[config.mk]
export PLATFORM = sky130hd
export DESIGN_NAME = pv_crosslayer_engine_flat
export DESIGN_NICKNAME = d
export VERILOG_FILES = /design/src/rtl/pv_crosslayer_if.sv /design/src/rtl/pv_crosslayer_engine.sv /design/src/flat_wrapper.sv
export SDC_FILE = /design/constraint.sdc
export NUM_CORES = 1
export LEC_CHECK = 0
export BUFFER_PORTS_ARGS = -buffer_cell sky130_fd_sc_hd__buf_2
export CAP_MARGIN = 20
export CORE_MARGIN = 2
export CORE_UTILIZATION = 40
export CTS_CLUSTER_SIZE = 24
export DETAILED_ROUTE_END_ITERATION = 10
export SLEW_MARGIN = 25
export SYNTH_ARGS = -nofsm -noshare
export SYNTH_HDL_FRONTEND = slang
export SYNTH_SLANG_ARGS = --single-unit
[constraint.sdc]
create_clock -name clk -period 11.3 [get_ports clk]
set_input_delay 1.13 -clock clk [delete_from_list [all_inputs] [get_ports clk]]
set_output_delay 1.13 -clock clk [all_outputs]
set_load 0.01 [all_outputs]
[src/rtl/pv_crosslayer_if.sv]
// Bus bundle for the PV+ cross-layer engine: tick/drive in, inhibition and status out.
// Optional readback (PV_READBACK_EN) adds rb_sel / rb_state.
interface pv_crosslayer_if #(
  parameter int WIDTH = 18,
  parameter int N_CH  = 3
);
  logic                    clk_en;
  logic [N_CH*WIDTH-1:0]   pyr_in;
  logic [N_CH*WIDTH-1:0]   pv_inhib;
  logic [WIDTH-1:0]        total_inhib;
  logic                    total_valid;
  logic                    busy;
  logic                    overrun;
`ifdef PV_READBACK_EN
  localparam int RBW = (N_CH > 1) ? $clog2(N_CH) : 1;
  logic [RBW-1:0]          rb_sel;
  logic [WIDTH-1:0]        rb_state;

  modport master (output clk_en, pyr_in, rb_sel,
                  input  pv_inhib, total_inhib, total_valid, busy, overrun, rb_state);
  modport slave  (input  clk_en, pyr_in, rb_sel,
                  output pv_inhib, total_inhib, total_valid, busy, overrun, rb_state);
`else
  modport master (output clk_en, pyr_in,
                  input  pv_inhib, total_inhib, total_valid, busy, overrun);
  modport slave  (input  clk_en, pyr_in,
                  output pv_inhib, total_inhib, total_valid, busy, overrun);
`endif
endinterface

[src/rtl/pv_crosslayer_engine.sv]
// Channel-serial PV+ interneuron engine. Each clk_en tick snapshots the drive,
// leaks every channel's integrator one per clk, then emits the saturated
// weighted total. Optional state readback is enabled with PV_READBACK_EN.
module pv_crosslayer_engine #(
  parameter int              WIDTH     = 18,
  parameter int              FRAC      = 14,
  parameter int              N_CH      = 3,
  parameter int              TAU_SHIFT = 4,
  parameter logic [3*N_CH-1:0] WSHIFT  = 9'b010_001_000
) (
  input  logic clk,
  input  logic rst,
  pv_crosslayer_if.slave bus
);

  localparam int CHW = (N_CH > 1) ? $clog2(N_CH) : 1;
  localparam int AW  = WIDTH + $clog2(N_CH) + 1;

  localparam logic signed [WIDTH-1:0] S_MAX    = {1'b0, {(WIDTH-1){1'b1}}};
  localparam logic signed [WIDTH-1:0] S_MIN_IN = {1'b1, {(WIDTH-1){1'b0}}};
  localparam logic signed [WIDTH+1:0] SAT_HI   = {3'b000, {(WIDTH-1){1'b1}}};
  localparam logic signed [WIDTH+1:0] SAT_LO   = -SAT_HI;
  localparam logic [AW-1:0]           ACC_MAX  = {{(AW-WIDTH+1){1'b0}}, {(WIDTH-1){1'b1}}};

  // Parameter sanity, caught at elaboration.
  if (N_CH < 1 || N_CH > 15) begin : g_bad_nch
    $error("N_CH must be 1..15");
  end
  if (FRAC >= WIDTH) begin : g_bad_frac
    $error("FRAC must be below WIDTH");
  end

  typedef enum logic [1:0] {IDLE, SWEEP, DONE} fsm_t;

  fsm_t                        fsm_q, fsm_d;
  logic [CHW-1:0]              ch_q, ch_d;
  logic [AW-1:0]               acc_q, acc_d;
  logic [N_CH-1:0][WIDTH-1:0]  shadow_q, shadow_d;
  logic [N_CH-1:0][WIDTH-1:0]  state_q, state_d;
  logic [N_CH-1:0][WIDTH-1:0]  pv_q, pv_d;
  logic [WIDTH-1:0]            total_q, total_d;
  logic                        valid_q, valid_d;
  logic                        busy_q, busy_d;
  logic                        overrun_q, overrun_d;

  logic signed [WIDTH-1:0]     cur_in, drv, cur_st, new_st;
  logic signed [WIDTH:0]       diff, step;
  logic signed [WIDTH+1:0]     sum;
  logic [WIDTH-1:0]            pos, contrib;
  logic [2:0]                  wsh;

  // Per-channel integrator datapath for the channel selected by ch_q.
  always_comb begin
    cur_in = $signed(shadow_q[ch_q]);
    if (cur_in == S_MIN_IN)  drv = S_MAX;
    else if (cur_in < 0)     drv = -cur_in;
    else                     drv = cur_in;
    cur_st = $signed(state_q[ch_q]);
    diff   = {drv[WIDTH-1], drv} - {cur_st[WIDTH-1], cur_st};
    step   = diff >>> TAU_SHIFT;
    sum    = {cur_st[WIDTH-1], cur_st[WIDTH-1], cur_st} + {step[WIDTH], step};
    if (sum > SAT_HI)        new_st = S_MAX;
    else if (sum < SAT_LO)   new_st = -S_MAX;
    else                     new_st = sum[WIDTH-1:0];
    pos     = new_st[WIDTH-1] ? '0 : new_st;
    wsh     = WSHIFT[ch_q*3 +: 3];
    contrib = pos >> wsh;
  end

  // Sweep FSM next-state and all registered outputs.
  always_comb begin
    fsm_d     = fsm_q;
    ch_d      = ch_q;
    acc_d     = acc_q;
    shadow_d  = shadow_q;
    state_d   = state_q;
    pv_d      = pv_q;
    total_d   = total_q;
    valid_d   = 1'b0;
    busy_d    = busy_q;
    overrun_d = overrun_q;
    case (fsm_q)
      IDLE: begin
        if (bus.clk_en) begin
          shadow_d = bus.pyr_in;
          acc_d    = '0;
          ch_d     = '0;
          busy_d   = 1'b1;
          fsm_d    = SWEEP;
        end
      end
      SWEEP: begin
        if (bus.clk_en) overrun_d = 1'b1;
        state_d[ch_q] = new_st;
        pv_d[ch_q]    = pos;
        acc_d         = acc_q + AW'(contrib);
        if (ch_q == CHW'(N_CH-1)) fsm_d = DONE;
        else                      ch_d  = ch_q + 1'b1;
      end
      DONE: begin
        if (bus.clk_en) overrun_d = 1'b1;
        total_d = (acc_q > ACC_MAX) ? S_MAX : acc_q[WIDTH-1:0];
        valid_d = 1'b1;
        busy_d  = 1'b0;
        fsm_d   = IDLE;
      end
      default: fsm_d = IDLE;
    endcase
  end

  // State registers; synchronous reset aborts any sweep in flight.
  always_ff @(posedge clk) begin
    if (rst) begin
      fsm_q     <= IDLE;
      ch_q      <= '0;
      acc_q     <= '0;
      shadow_q  <= '0;
      state_q   <= '0;
      pv_q      <= '0;
      total_q   <= '0;
      valid_q   <= 1'b0;
      busy_q    <= 1'b0;
      overrun_q <= 1'b0;
    end else begin
      fsm_q     <= fsm_d;
      ch_q      <= ch_d;
      acc_q     <= acc_d;
      shadow_q  <= shadow_d;
      state_q   <= state_d;
      pv_q      <= pv_d;
      total_q   <= total_d;
      valid_q   <= valid_d;
      busy_q    <= busy_d;
      overrun_q <= overrun_d;
    end
  end

  assign bus.pv_inhib    = pv_q;
  assign bus.total_inhib = total_q;
  assign bus.total_valid = valid_q;
  assign bus.busy        = busy_q;
  assign bus.overrun     = overrun_q;

`ifdef PV_READBACK_EN
  logic [WIDTH-1:0] rb_state_q, rb_state_d;

  // Readback samples the registered state, so a concurrent write shows the old value.
  always_comb begin
    rb_state_d = '0;
    if (32'(bus.rb_sel) < N_CH) rb_state_d = state_q[bus.rb_sel];
  end

  // Readback register.
  always_ff @(posedge clk) begin
    if (rst) rb_state_q <= '0;
    else     rb_state_q <= rb_state_d;
  end

  assign bus.rb_state = rb_state_q;
`endif

endmodule
[src/flat_wrapper.sv]
// flat-port wrapper written by rule: the top's interface ports become plain ports
module pv_crosslayer_engine_flat 
#(
  parameter int              WIDTH     = 18,
  parameter int              FRAC      = 14,
  parameter int              N_CH      = 3,
  parameter int              TAU_SHIFT = 4,
  parameter logic [3*N_CH-1:0] WSHIFT  = 9'b010_001_000
)
  (clk, rst, bus_clk_en, bus_pyr_in, bus_pv_inhib, bus_total_inhib, bus_total_valid, bus_busy, bus_overrun);
  pv_crosslayer_if #(.WIDTH(WIDTH), .N_CH(N_CH)) bus_i ();
  input  logic clk;
  input  logic rst;
  input wire logic [$bits(bus_i.clk_en)-1:0] bus_clk_en;
  input wire logic [$bits(bus_i.pyr_in)-1:0] bus_pyr_in;
  output wire logic [$bits(bus_i.pv_inhib)-1:0] bus_pv_inhib;
  output wire logic [$bits(bus_i.total_inhib)-1:0] bus_total_inhib;
  output wire logic [$bits(bus_i.total_valid)-1:0] bus_total_valid;
  output wire logic [$bits(bus_i.busy)-1:0] bus_busy;
  output wire logic [$bits(bus_i.overrun)-1:0] bus_overrun;
  assign bus_i.clk_en = bus_clk_en;
  assign bus_i.pyr_in = bus_pyr_in;
  assign bus_pv_inhib = bus_i.pv_inhib;
  assign bus_total_inhib = bus_i.total_inhib;
  assign bus_total_valid = bus_i.total_valid;
  assign bus_busy = bus_i.busy;
  assign bus_overrun = bus_i.overrun;
  pv_crosslayer_engine #(.WIDTH(WIDTH), .FRAC(FRAC), .N_CH(N_CH), .TAU_SHIFT(TAU_SHIFT), .WSHIFT(WSHIFT)) u_core (.clk(clk), .rst(rst), .bus(bus_i));
endmodule
==> impl_metrics.json <==
{
  "holdBufCountCts": 0,
  "layout.cells.most_common": "sky130_fd_sc_hd__nand2_1",
  "worst_hold_startpoint": "u_core.shadow_q[24]",
  "cts_max_path_buffers": 3,
  "path_buf_inv": 1,
  "min_delay_worst_endpoint": "u_core.shadow_q[24]",
  "die_h_um": 178,
  "seqPwrFrac_pct": 18.6,
  "root_buffer": "sky130_fd_sc_hd__clkbuf_16",
  "synth.largest_area_cell": "sky130_fd_sc_hd__dfxtp_1",
  "grt_ovf": 0,
  "power_switching_share_pct": 50.6,
  "yosysWarnings": 0,
  "area_share_of_the_largest_cell_type_after_synthesis_pct": 34.0,
  "dieWidth_um": 178,
  "antenna_cells": 0,
  "setup_slack_reg_to_reg_ps": 1720,
  "cell_internal_pwr_mw": 2.29,
  "reg2reg_to": "u_core.acc_q[20]",
  "whs_ps": 454,
  "drt_pass1_iterations": 5,
  "initial_core_util_pct": 40.7,
  "min_path_cells": 2,
  "clk_latency_ps": 500,
  "timing_worst_setup_path_type": "reg -> reg",
  "layout.area.seq_um2": 4110,
  "antenna_violating_nets_remaining": 0,
  "max_slew_margin_pct": 32.2,
  "crit_path_max_fanout": 34,
  "clock_tree_from_tritoncts": "done",
  "p_leak_nw": 5.60,
  "antenna_found_initial": 0,
  "synth.cell_area_um2": 12100,
  "clock_sinks": 205,
  "drc_errors": 0,
  "critical_path.startpoint_type": "flop",
  "post_route_cells_drive_above_1_share_pct": 13.6,
  "grt_start_max_net_pins": 109,
  "grt_setup_unrepaired": "no",
  "post_cts_buffers": 0,
  "path_depth": 35,
  "power.density_nw_per_um2": 342,
  "design_area_um2": 13600,
  "cp_slowest_cell": "sky130_fd_sc_hd__a2111oi_0",
  "routed_wirelength_um": 34400,
  "floorplan.die_area_um2": 31600,
  "yosys.cell_types.count": 95,
  "critPathTopFamily": "compound AO/OA/AOI/OAI gates",
  "synth_cells": 1536,
  "outcome": "completed",
  "r2r-start": "u_core.ch_q[0]",
  "nets": 1726,
  "detailedRoute.firstIterationViolations": 868,
  "max_stage_delay_ps": 800,
  "maxClockFrequency_ghz": 0.104,
  "utilization_pct": 45.8,
  "detailed_place_hpwl_um": 24800,
  "period_share_pct": 84.8,
  "first_global_vias": 10217,
  "report.final.setup_viol": 0,
  "cts_resized": 0,
  "floorplan.rows": 63,
  "crit_arrival_ps": 9970,
  "netSwitchingPower_mw": 2.35,
  "pwr-share-clk_pct": 14.5,
  "cts.reportedPaths.clkPinSlew_ps": 60,
  "combinational_share_of_power_pct": 66.9,
  "tritoncts.num_buffers": 23,
  "synth-seq-area-share_pct": 34.0,
  "rr_worst_depth": 35,
  "filler_cell_count": 3097,
  "area_growth_syn_to_layout_pct": 12.4,
  "ios": 132,
  "place_ws_ps": 1850,
  "max_h_tree_level": 1,
  "cell_seen_most_often_among_critical_path_stages": "sky130_fd_sc_hd__a21o_1",
  "avgSynthCellArea_um2": 7.86,
  "synth_flop_cell": "sky130_fd_sc_hd__dfxtp_1",
  "final_cell_mix": "sky130_fd_sc_hd__nand2_1, sky130_fd_sc_hd__dfxtp_1, sky130_fd_sc_hd__a21oi_1, sky130_fd_sc_hd__nor2_1, sky130_fd_sc_hd__buf_2",
  "max-vdd-ir-drop_mv": 0.170,
  "total_area_of_multi_input_combinational_cells_um2": 7430,
  "hp-class": "reg -> reg",
  "routedWlPerCell_um": 17.2,
  "post_synth_edffs": 0,
  "track_usage_pct": 21.6,
  "ys_ff_latch": 205,
  "setup_ws_ps": 1720,
  "drt-vias-per-instance": 5.57,
  "grt_pass1_wl_um": 55200,
  "design.core.area_um2": 29600,
  "place.port_buffers": 128,
  "tns_ps": 0,
  "maxSlewViolCount": 0,
  "max_cap_violations": 0,
  "dpl_cell_area_um2": 12900,
  "place_congestion": 0.857,
  "synth.top_cells.by_area": "sky130_fd_sc_hd__dfxtp_1, sky130_fd_sc_hd__nand2_1, sky130_fd_sc_hd__a21oi_1, sky130_fd_sc_hd__ha_1, sky130_fd_sc_hd__nor2_1",
  "post-route-min-period_ps": 9580,
  "vias": 11182,
  "endpoint_kind_of_the_worst_setup_timing_path": "flop",
  "async_reset_ff_share_pct": 0,
  "final_hold_viol_count": 0,
  "clock-skew-final_ps": 12.9,
  "critPathRequiredTime_ps": 11680,
  "max_slew.worst_pin.slew_ps": 1020
}
## worst max path at each step
stage	from	to	slack [ps]
after floorplan	u_core.ch_q[0]	u_core.acc_q[13]	2530
after global placement	u_core.ch_q[0]	u_core.acc_q[20]	2020
after detailed placement	u_core.ch_q[0]	u_core.acc_q[20]	1850
after CTS	u_core.ch_q[0]	u_core.acc_q[20]	1780
after global routing	u_core.ch_q[0]	u_core.acc_q[20]	770
final	u_core.ch_q[0]	u_core.acc_q[20]	1720
## power by group through the flow
stage	sequential (mW)	combinational, mW	clock, mW
floorplan	0.874	2.28	0
global placement	0.878	3.03	0
detailed placement	0.880	3.05	0
CTS	0.864	3.07	0.687
global route	0.875	3.40	0.715
finish	0.865	3.11	0.673
## registers in the layout, summed over array words and instances (netlist names)
signal / flops
u_core.bus.overrun: 1
u_core.ch_q: 2
u_core.fsm_q: 2
u_core.shadow_q: 54
u_core.acc_q: 21
u_core.bus.total_inhib: 18
u_core.bus.pv_inhib: 51
u_core.bus.busy: 1
u_core.bus.total_valid: 1
u_core.state_q: 54
## layer usage
layer / global-route usage (%) / share of wire, % / routed length (µm) / up-vias
met2: 33.1 / 44 / 15100 / 288
met1: 31.7 / 49 / 17000 / 5298
li1: - / - / - / 5544
met4: 5.36 / 2.2 / 757 / 0
met3: 2.81 / 4.5 / 1570 / 52
met5: 0 / 0 / 0 / -
## synth_stat cells (12+ instances only)
master                     count
sky130_fd_sc_hd__nand2_1     308
sky130_fd_sc_hd__dfxtp_1     205
sky130_fd_sc_hd__a21oi_1     197
sky130_fd_sc_hd__nor2_1      156
sky130_fd_sc_hd__clkbuf_1     67
sky130_fd_sc_hd__ha_1         63
sky130_fd_sc_hd__mux2i_1      43
sky130_fd_sc_hd__nor3_1       40
sky130_fd_sc_hd__inv_1        38
sky130_fd_sc_hd__o21ai_0      34
sky130_fd_sc_hd__xnor2_1      34
sky130_fd_sc_hd__a221o_1      27
sky130_fd_sc_hd__a21o_1       26
sky130_fd_sc_hd__o22a_1       20
sky130_fd_sc_hd__buf_1        14
sky130_fd_sc_hd__xor2_1       14
sky130_fd_sc_hd__a211oi_1     12
## worst min-delay path, cell delays in order, from the launching register on
cell and delay [ps]:
sky130_fd_sc_hd__dfxtp_1 310, sky130_fd_sc_hd__nand2_1 50, sky130_fd_sc_hd__a21oi_1 50
## cells by family after synthesis
family / count (synthesis) / share of synthesized area [%]
buffers and inverters: 138 / 4.66
AND/OR/NAND/NOR: 593 / 21.3
flip-flops: 205 / 34.0
other: 1 / 0.0311
multiplexers: 50 / 4.53
adder cells (fa/ha/maj): 72 / 7.44
AO/OA/AOI/OAI: 426 / 24.1
XOR/XNOR: 51 / 3.98
## per-stage QoR
| stage | cells | total power [mW] |
|---|---|---|
| floorplan | 1538 | 3.15 |
| global placement | 1969 | 3.91 |
| detailed placement | 1969 | 3.93 |
| CTS | 2006 | 4.62 |
| global route | 2006 | 4.99 |
| finish | 2006 | 4.65 |
## cell type report
cell class	instances	share of cell area [%]
Multi-Input combinational cell	1195	54.8
Sequential cell	205	30.3
Timing Repair Buffer	140	5.43
Clock buffer	32	4.64
Tap cell	390	3.60
Inverter	39	1.08
Clock inverter	5	0.184
Note: power is estimated with default switching activity, not from simulation.
